File: config.mk
export PLATFORM = sky130hd
export DESIGN_NAME = alu_issue_ctrl
export DESIGN_NICKNAME = d
export VERILOG_FILES = /design/src/rtl/alu_pkg.sv /design/src/rtl/enhanced_ALU.sv /design/src/rtl/alu_issue_ctrl.sv
export SDC_FILE = /design/constraint.sdc
export NUM_CORES = 2
export LEC_CHECK = 0
export BUFFER_PORTS_ARGS = -buffer_cell sky130_fd_sc_hd__buf_2
export CORE_MARGIN = 5
export CORE_UTILIZATION = 36
export CTS_BUF_LIST = sky130_fd_sc_hd__clkbuf_16
export DETAILED_ROUTE_END_ITERATION = 6
export GPL_TIMING_DRIVEN = 0
export PLACE_DENSITY = 0.61
export SKIP_LAST_GASP = 1
export SLEW_MARGIN = 20
export SYNTH_ARGS = -nofsm -noshare
export SYNTH_HDL_FRONTEND = slang
export SYNTH_SLANG_ARGS = --single-unit
File: constraint.sdc
create_clock -name clk -period 114.8 [get_ports clk]
set_input_delay 5.74 -clock clk [delete_from_list [all_inputs] [get_ports clk]]
set_output_delay 5.74 -clock clk [all_outputs]
set_load 0.02 [all_outputs]
File: src/rtl/alu_pkg.sv
// Shared opcode, FSM state and flag definitions for the ALU issue front-end.
package alu_pkg;

  localparam logic [3:0] OP_ADD = 4'b0000;
  localparam logic [3:0] OP_SUB = 4'b0001;
  localparam logic [3:0] OP_MUL = 4'b0010;
  localparam logic [3:0] OP_DIV = 4'b0011;

  localparam int unsigned FLAG_Z = 3;
  localparam int unsigned FLAG_N = 2;
  localparam int unsigned FLAG_C = 1;
  localparam int unsigned FLAG_V = 0;

  typedef enum logic [1:0] {
    StIdle = 2'b00,
    StExec = 2'b01,
    StResp = 2'b10
  } state_e;

  // Commands that bypass the ALU and answer with an error response.
  function automatic logic cmd_err(input logic [3:0] op, input logic [15:0] b);
    return (op != OP_ADD && op != OP_SUB && op != OP_MUL && op != OP_DIV) ||
           (op == OP_DIV && b == 16'd0);
  endfunction

endpackage

File: src/rtl/enhanced_ALU.sv
// Combinational 16-bit signed ALU: ADD/SUB/MUL/DIV with 32-bit result and status flags.
import alu_pkg::*;

module enhanced_ALU (
  input  logic [15:0] A,
  input  logic [15:0] B,
  input  logic [3:0]  operation,
  output logic [31:0] Result,
  output logic [15:0] Remainder,
  output logic        Z,
  output logic        N,
  output logic        C,
  output logic        V,
  output logic        C_out
);

  logic signed [31:0] sa, sb;
  logic        [16:0] ucarry;

  assign sa     = {{16{A[15]}}, A};
  assign sb     = {{16{B[15]}}, B};
  assign ucarry = {1'b0, A} + {1'b0, B};

  always_comb begin
    Result    = 32'd0;
    Remainder = 16'd0;
    C         = 1'b0;
    V         = 1'b0;
    unique case (operation)
      OP_ADD: begin
        Result = sa + sb;
        C      = ucarry[16];
        // 16-bit signed overflow: the exact 17-bit sum does not fit 16 bits
        V      = Result[16] ^ Result[15];
      end
      OP_SUB: begin
        Result = sa - sb;
        C      = (A < B);
        V      = Result[16] ^ Result[15];
      end
      OP_MUL: Result = sa * sb;
      OP_DIV: begin
        if (B != 16'd0) begin
          Result    = sa / sb;
          Remainder = 16'(sa % sb);
        end
      end
      default: ;
    endcase
  end

  assign Z     = (Result == 32'd0);
  assign N     = Result[31];
  assign C_out = ucarry[16];

endmodule

File: src/rtl/alu_issue_ctrl.sv
// Two-port round-robin issue controller that sequences commands through enhanced_ALU
// and returns tagged results on a valid/ready response port.
import alu_pkg::*;

module alu_issue_ctrl #(
  parameter int unsigned MUL_LAT = 2,
  parameter int unsigned DIV_LAT = 4
) (
  input  logic        clk,
  input  logic        rst,
  input  logic        req0_valid,
  output logic        req0_ready,
  input  logic [3:0]  req0_op,
  input  logic [15:0] req0_a,
  input  logic [15:0] req0_b,
  input  logic        req1_valid,
  output logic        req1_ready,
  input  logic [3:0]  req1_op,
  input  logic [15:0] req1_a,
  input  logic [15:0] req1_b,
  output logic        rsp_valid,
  input  logic        rsp_ready,
  output logic        rsp_id,
  output logic [31:0] rsp_result,
  output logic [15:0] rsp_rem,
  output logic [3:0]  rsp_flags,
  output logic        rsp_err,
  output logic        busy
);

  state_e      state_q, state_d;
  logic        last_q, last_d;
  logic [15:0] cnt_q, cnt_d;
  logic [3:0]  op_q, op_d;
  logic [15:0] a_q, a_d, b_q, b_d;
  logic        id_q, id_d;
  logic        rsp_id_d, rsp_err_d;
  logic [31:0] rsp_result_d;
  logic [15:0] rsp_rem_d;
  logic [3:0]  rsp_flags_d;

  logic        grant1, grant0, accept;
  logic [3:0]  sel_op;
  logic [15:0] sel_a, sel_b, load_cnt;
  logic [31:0] alu_result;
  logic [15:0] alu_rem;
  logic        alu_z, alu_n, alu_c, alu_v, unused_cout;

  enhanced_ALU u_alu (
    .A        (a_q),
    .B        (b_q),
    .operation(op_q),
    .Result   (alu_result),
    .Remainder(alu_rem),
    .Z        (alu_z),
    .N        (alu_n),
    .C        (alu_c),
    .V        (alu_v),
    .C_out    (unused_cout)
  );

  // Requester 1 wins when alone, or on a tie when requester 0 was served last.
  assign grant1     = req1_valid && (!req0_valid || !last_q);
  assign grant0     = req0_valid && !grant1;
  assign req0_ready = !rst && (state_q == StIdle) && grant0;
  assign req1_ready = !rst && (state_q == StIdle) && grant1;
  assign accept     = req0_ready || req1_ready;

  assign sel_op = grant1 ? req1_op : req0_op;
  assign sel_a  = grant1 ? req1_a  : req0_a;
  assign sel_b  = grant1 ? req1_b  : req0_b;

  always_comb begin
    load_cnt = 16'd0;
    if (sel_op == OP_MUL)      load_cnt = 16'(MUL_LAT - 1);
    else if (sel_op == OP_DIV) load_cnt = 16'(DIV_LAT - 1);
  end

  assign rsp_valid = (state_q == StResp);
  assign busy      = (state_q != StIdle);

  always_comb begin
    state_d      = state_q;
    last_d       = last_q;
    cnt_d        = cnt_q;
    op_d         = op_q;
    a_d          = a_q;
    b_d          = b_q;
    id_d         = id_q;
    rsp_id_d     = rsp_id;
    rsp_err_d    = rsp_err;
    rsp_result_d = rsp_result;
    rsp_rem_d    = rsp_rem;
    rsp_flags_d  = rsp_flags;
    unique case (state_q)
      StIdle: begin
        if (accept) begin
          op_d   = sel_op;
          a_d    = sel_a;
          b_d    = sel_b;
          id_d   = grant1;
          last_d = grant1;
          if (cmd_err(sel_op, sel_b)) begin
            state_d      = StResp;
            rsp_id_d     = grant1;
            rsp_err_d    = 1'b1;
            rsp_result_d = 32'd0;
            rsp_rem_d    = 16'd0;
            rsp_flags_d  = 4'd0;
          end else begin
            state_d = StExec;
            cnt_d   = load_cnt;
          end
        end
      end
      StExec: begin
        if (cnt_q == 16'd0) begin
          state_d              = StResp;
          rsp_id_d             = id_q;
          rsp_err_d            = 1'b0;
          rsp_result_d         = alu_result;
          rsp_rem_d            = alu_rem;
          rsp_flags_d[FLAG_Z]  = alu_z;
          rsp_flags_d[FLAG_N]  = alu_n;
          rsp_flags_d[FLAG_C]  = alu_c;
          rsp_flags_d[FLAG_V]  = alu_v;
        end else begin
          cnt_d = cnt_q - 16'd1;
        end
      end
      StResp: if (rsp_ready) state_d = StIdle;
      default: state_d = StIdle;
    endcase
  end

  always_ff @(posedge clk) begin
    if (rst) begin
      state_q    <= StIdle;
      last_q     <= 1'b1;
      cnt_q      <= 16'd0;
      op_q       <= 4'd0;
      a_q        <= 16'd0;
      b_q        <= 16'd0;
      id_q       <= 1'b0;
      rsp_id     <= 1'b0;
      rsp_err    <= 1'b0;
      rsp_result <= 32'd0;
      rsp_rem    <= 16'd0;
      rsp_flags  <= 4'd0;
    end else begin
      state_q    <= state_d;
      last_q     <= last_d;
      cnt_q      <= cnt_d;
      op_q       <= op_d;
      a_q        <= a_d;
      b_q        <= b_d;
      id_q       <= id_d;
      rsp_id     <= rsp_id_d;
      rsp_err    <= rsp_err_d;
      rsp_result <= rsp_result_d;
      rsp_rem    <= rsp_rem_d;
      rsp_flags  <= rsp_flags_d;
    end
  end

endmodule
==> impl_metrics.env <==
export IMPL_synthAdderAreaFrac_pct=28.2
export IMPL_yosys_area_share_simple_pct=22.4
export IMPL_met3RoutedLength_um=22600
export IMPL_cts_root_buffer="clkbuf_16"
export IMPL_grt_pass1_vias=49700
export IMPL_max_freq_ghz=0.00920
export IMPL_end_kind="flop"
export IMPL_rows=133
export IMPL_clk_latency_ns=0.43
export IMPL_fill_cells=14000
export IMPL_cts_tree="yes"
export IMPL_postSynthCellCount=6549
export IMPL_criticalPathCategory="flop to flop"
export IMPL_synth_largest_area_cell="ha_1"
export IMPL_slew_violations=0
export IMPL_reg2regPathDepth=319
export IMPL_antenna_found_initial=3
export IMPL_grt_pass1_wl_um=308000
export IMPL_num_io_pins=135
export IMPL_holdWs_ns=0.453
export IMPL_clkSinkCount=109
export IMPL_critical_path_slowest_cell="nor3_1"
export IMPL_synthFlopType="dfxtp_1"
export IMPL_final_period_utilization_pct=94.7
export IMPL_synth_top_family_by_area="adder cells"
export IMPL_cts_setup_buffers=0
export IMPL_cp_max_fo=24
export IMPL_cp_buffers_inverters=67
export IMPL_fin_skew_ns=0.0279
export IMPL_outcome="finished, final reports clean"
export IMPL_wire_per_inst_um=24.1
export IMPL_synth_top_area_share_pct=17.1
export IMPL_worst_pin_slew_ns=1.36
export IMPL_postRouteAntennaNets=0
export IMPL_finalWorstPathRequiredPeriod_ns=108.67
export IMPL_topRoutingLayerUsed="met5"
export IMPL_ctsHtreeMaxLevel=3
export IMPL_cts_made_buffers=9
export IMPL_post_cts_resized=0
export IMPL_hold_end="rsp_rem[12]"
export IMPL_preCtsSetupSlack_ns=10.51
export IMPL_ys_seq_elements=109
export IMPL_place_inst=8631
export IMPL_wl_met2_um=88100
export IMPL_cts_hold_buf=0
export IMPL_rsz0062_at_grt="no"
export IMPL_wl_um=209000
export IMPL_grt_start_max_net_pins=25
export IMPL_hold_path_class="flop to flop"
export IMPL_clockBufferDepth=2
export IMPL_cp_required_ns=115.14
export IMPL_syn_area_um2=47600
export IMPL_drt_first_pass_iters=7
export IMPL_yosys_area_share_xor_xnor_pct=8.52
export IMPL_vias=52500
export IMPL_die_h_um=374
export IMPL_layout_drive_gt1_share_pct=5.96
export IMPL_critPathArrivalTime_ns=109.01
export IMPL_nets=7878
export IMPL_dp_hpwl_um=176000
export IMPL_fin_ws_ns=6.13
export IMPL_async_reset_ff_share_pct=0
export IMPL_clkTransAtPathRegs_ns=0.11
export IMPL_start_kind="flop"
export IMPL_max_cap_violations=0
export IMPL_gp_congestion=1.05
export IMPL_grtUsageTotal_pct=28.4
export IMPL_start_util_pct=36.2
export IMPL_yosysUniqueCellTypes=108
export IMPL_slowest_delay_ns=1.22
export IMPL_synth_common_cells="715 x nand2_1, 649 x ha_1, 587 x nor2_1"
export IMPL_final_cells=8650
export IMPL_synth_area_leaders="ha_1 17%, fa_1 11%, nand2_1 5.6%"
export IMPL_die_x_um=374
export IMPL_yosysWarningCount=0
export IMPL_syn_to_final_growth_pct=9.39
export IMPL_reg2reg_setup_slack_ns=6.13
export IMPL_max_slew_margin_pct=8.79
export IMPL_grt_overflow=0
export IMPL_setup_viol=0
export IMPL_cpMostUsedCell="clkbuf_1"
export IMPL_crit_family="compound AO/OA/AOI/OAI gates"
export IMPL_core_um2=131000
export IMPL_min_path_cells=2
export IMPL_finalHoldViolations=0
export IMPL_hold_start="rsp_rem[12]"
export IMPL_synth_seq_area_share_pct=4.59
export IMPL_r2r_end="rsp_flags[3]"
export IMPL_drt_met1_wl_um=86600
export IMPL_die_area_um2=140000
export IMPL_yosys_cell_count_top_type="nand2_1"
export IMPL_synth_edf_count=0
export IMPL_port_buffers=134
export IMPL_avgViaCountPerCell=6.06
export IMPL_drc_errors=0
export IMPL_avgSynthCellArea_um2=7.26
export IMPL_synth_compound_area_share_pct=27.9
export IMPL_timing_rr_start="b_q[0]"
export IMPL_tns_ns=0
export IMPL_muxShareOfSynthArea_pct=2.62
export IMPL_drt_iter0_drc=5871
## layout make-up
| cell class | count | area, um2 | share of cell area, % |
|---|---|---|---|
| antenna | 3 | 7.51 | 0.0144 |
| buffer | 243 | 935 | 1.80 |
| clock buffer | 9 | 225 | 0.433 |
| clock inverter | 7 | 91.3 | 0.176 |
| inverter | 477 | 1790 | 3.45 |
| multi-input combinational | 5870 | 43400 | 83.3 |
| sequential | 109 | 2180 | 4.19 |
| tap | 1755 | 2200 | 4.22 |
| timing repair buffer | 177 | 1260 | 2.42 |
## layer usage
metal	vias up	track usage, %
met5	-	0
met4	4	12.8
met3	512	6.80
met2	2702	43.8
met1	24900	37.5
li1	24300	-
## kinds of logic after synthesis
family | Yosys count
XOR/XNOR | 463
other | 2
AO/OA/AOI/OAI | 1978
AND/OR/NAND/NOR | 2244
multiplexers | 119
adder cells (fa/ha/maj) | 914
buffers and inverters | 720
flip-flops | 109
## state kept, by name (all words and copies together), names as in the netlist
signal	count
a_q	16
rsp_id	1
rsp_rem	16
rsp_result	31
id_q	1
state_q	2
b_q	16
rsp_err	1
last_q	1
rsp_flags	4
op_q	4
cnt_q	16
## tightest hold or removal path, stage by stage (launching register included)
cell and delay, ns:
dfxtp_1 0.33, nand2_1 0.04, o21ai_0 0.05
## through the flow
stage / utilization, % / area (um2)
2_1_floorplan: - / 48100
3_3_place_gp: 38.8 / 51000
3_5_place_dp: 39.3 / 51700
4_1_cts: 39.6 / 52000
5_1_grt: 39.6 / 52000
6_report: 39.6 / 52000
## how the worst max path moves through the flow
stage          startpoint            to  cells after the start
6_report           b_q[0]  rsp_flags[3]                    319
5_1_grt            b_q[0]  rsp_flags[3]                    320
4_1_cts            b_q[0]  rsp_flags[3]                    320
3_5_place_dp       b_q[0]  rsp_flags[3]                    319
3_3_place_gp       b_q[0]  rsp_flags[3]                    316
2_1_floorplan      b_q[0]  rsp_flags[3]                    312
## layout by cell type, fill, tap and decap left out, types with 53 or more instances in the layout
master	count
dfxtp_1	109
and3_1	66
nand2_1	715
o211ai_1	76
o31ai_1	53
o21ai_0	333
nand3_1	156
buf_2	143
a21o_1	174
a211oi_1	105
and2_1	89
o21a_1	127
or2_2	64
inv_1	467
clkbuf_1	190
a31oi_1	102
fa_1	265
nor3_1	165
conb_1	152
nand4_1	73
mux2i_1	72
xor2_1	169
xnor2_1	285
a21oi_1	482
or3_1	65
ha_1	649
nand2b_1	60
nor2_1	586
nor4_1	53
Power is left out: the tool's default activity adds up to more than one toggle a clock period on the data nets, which glitch-free logic cannot reach.
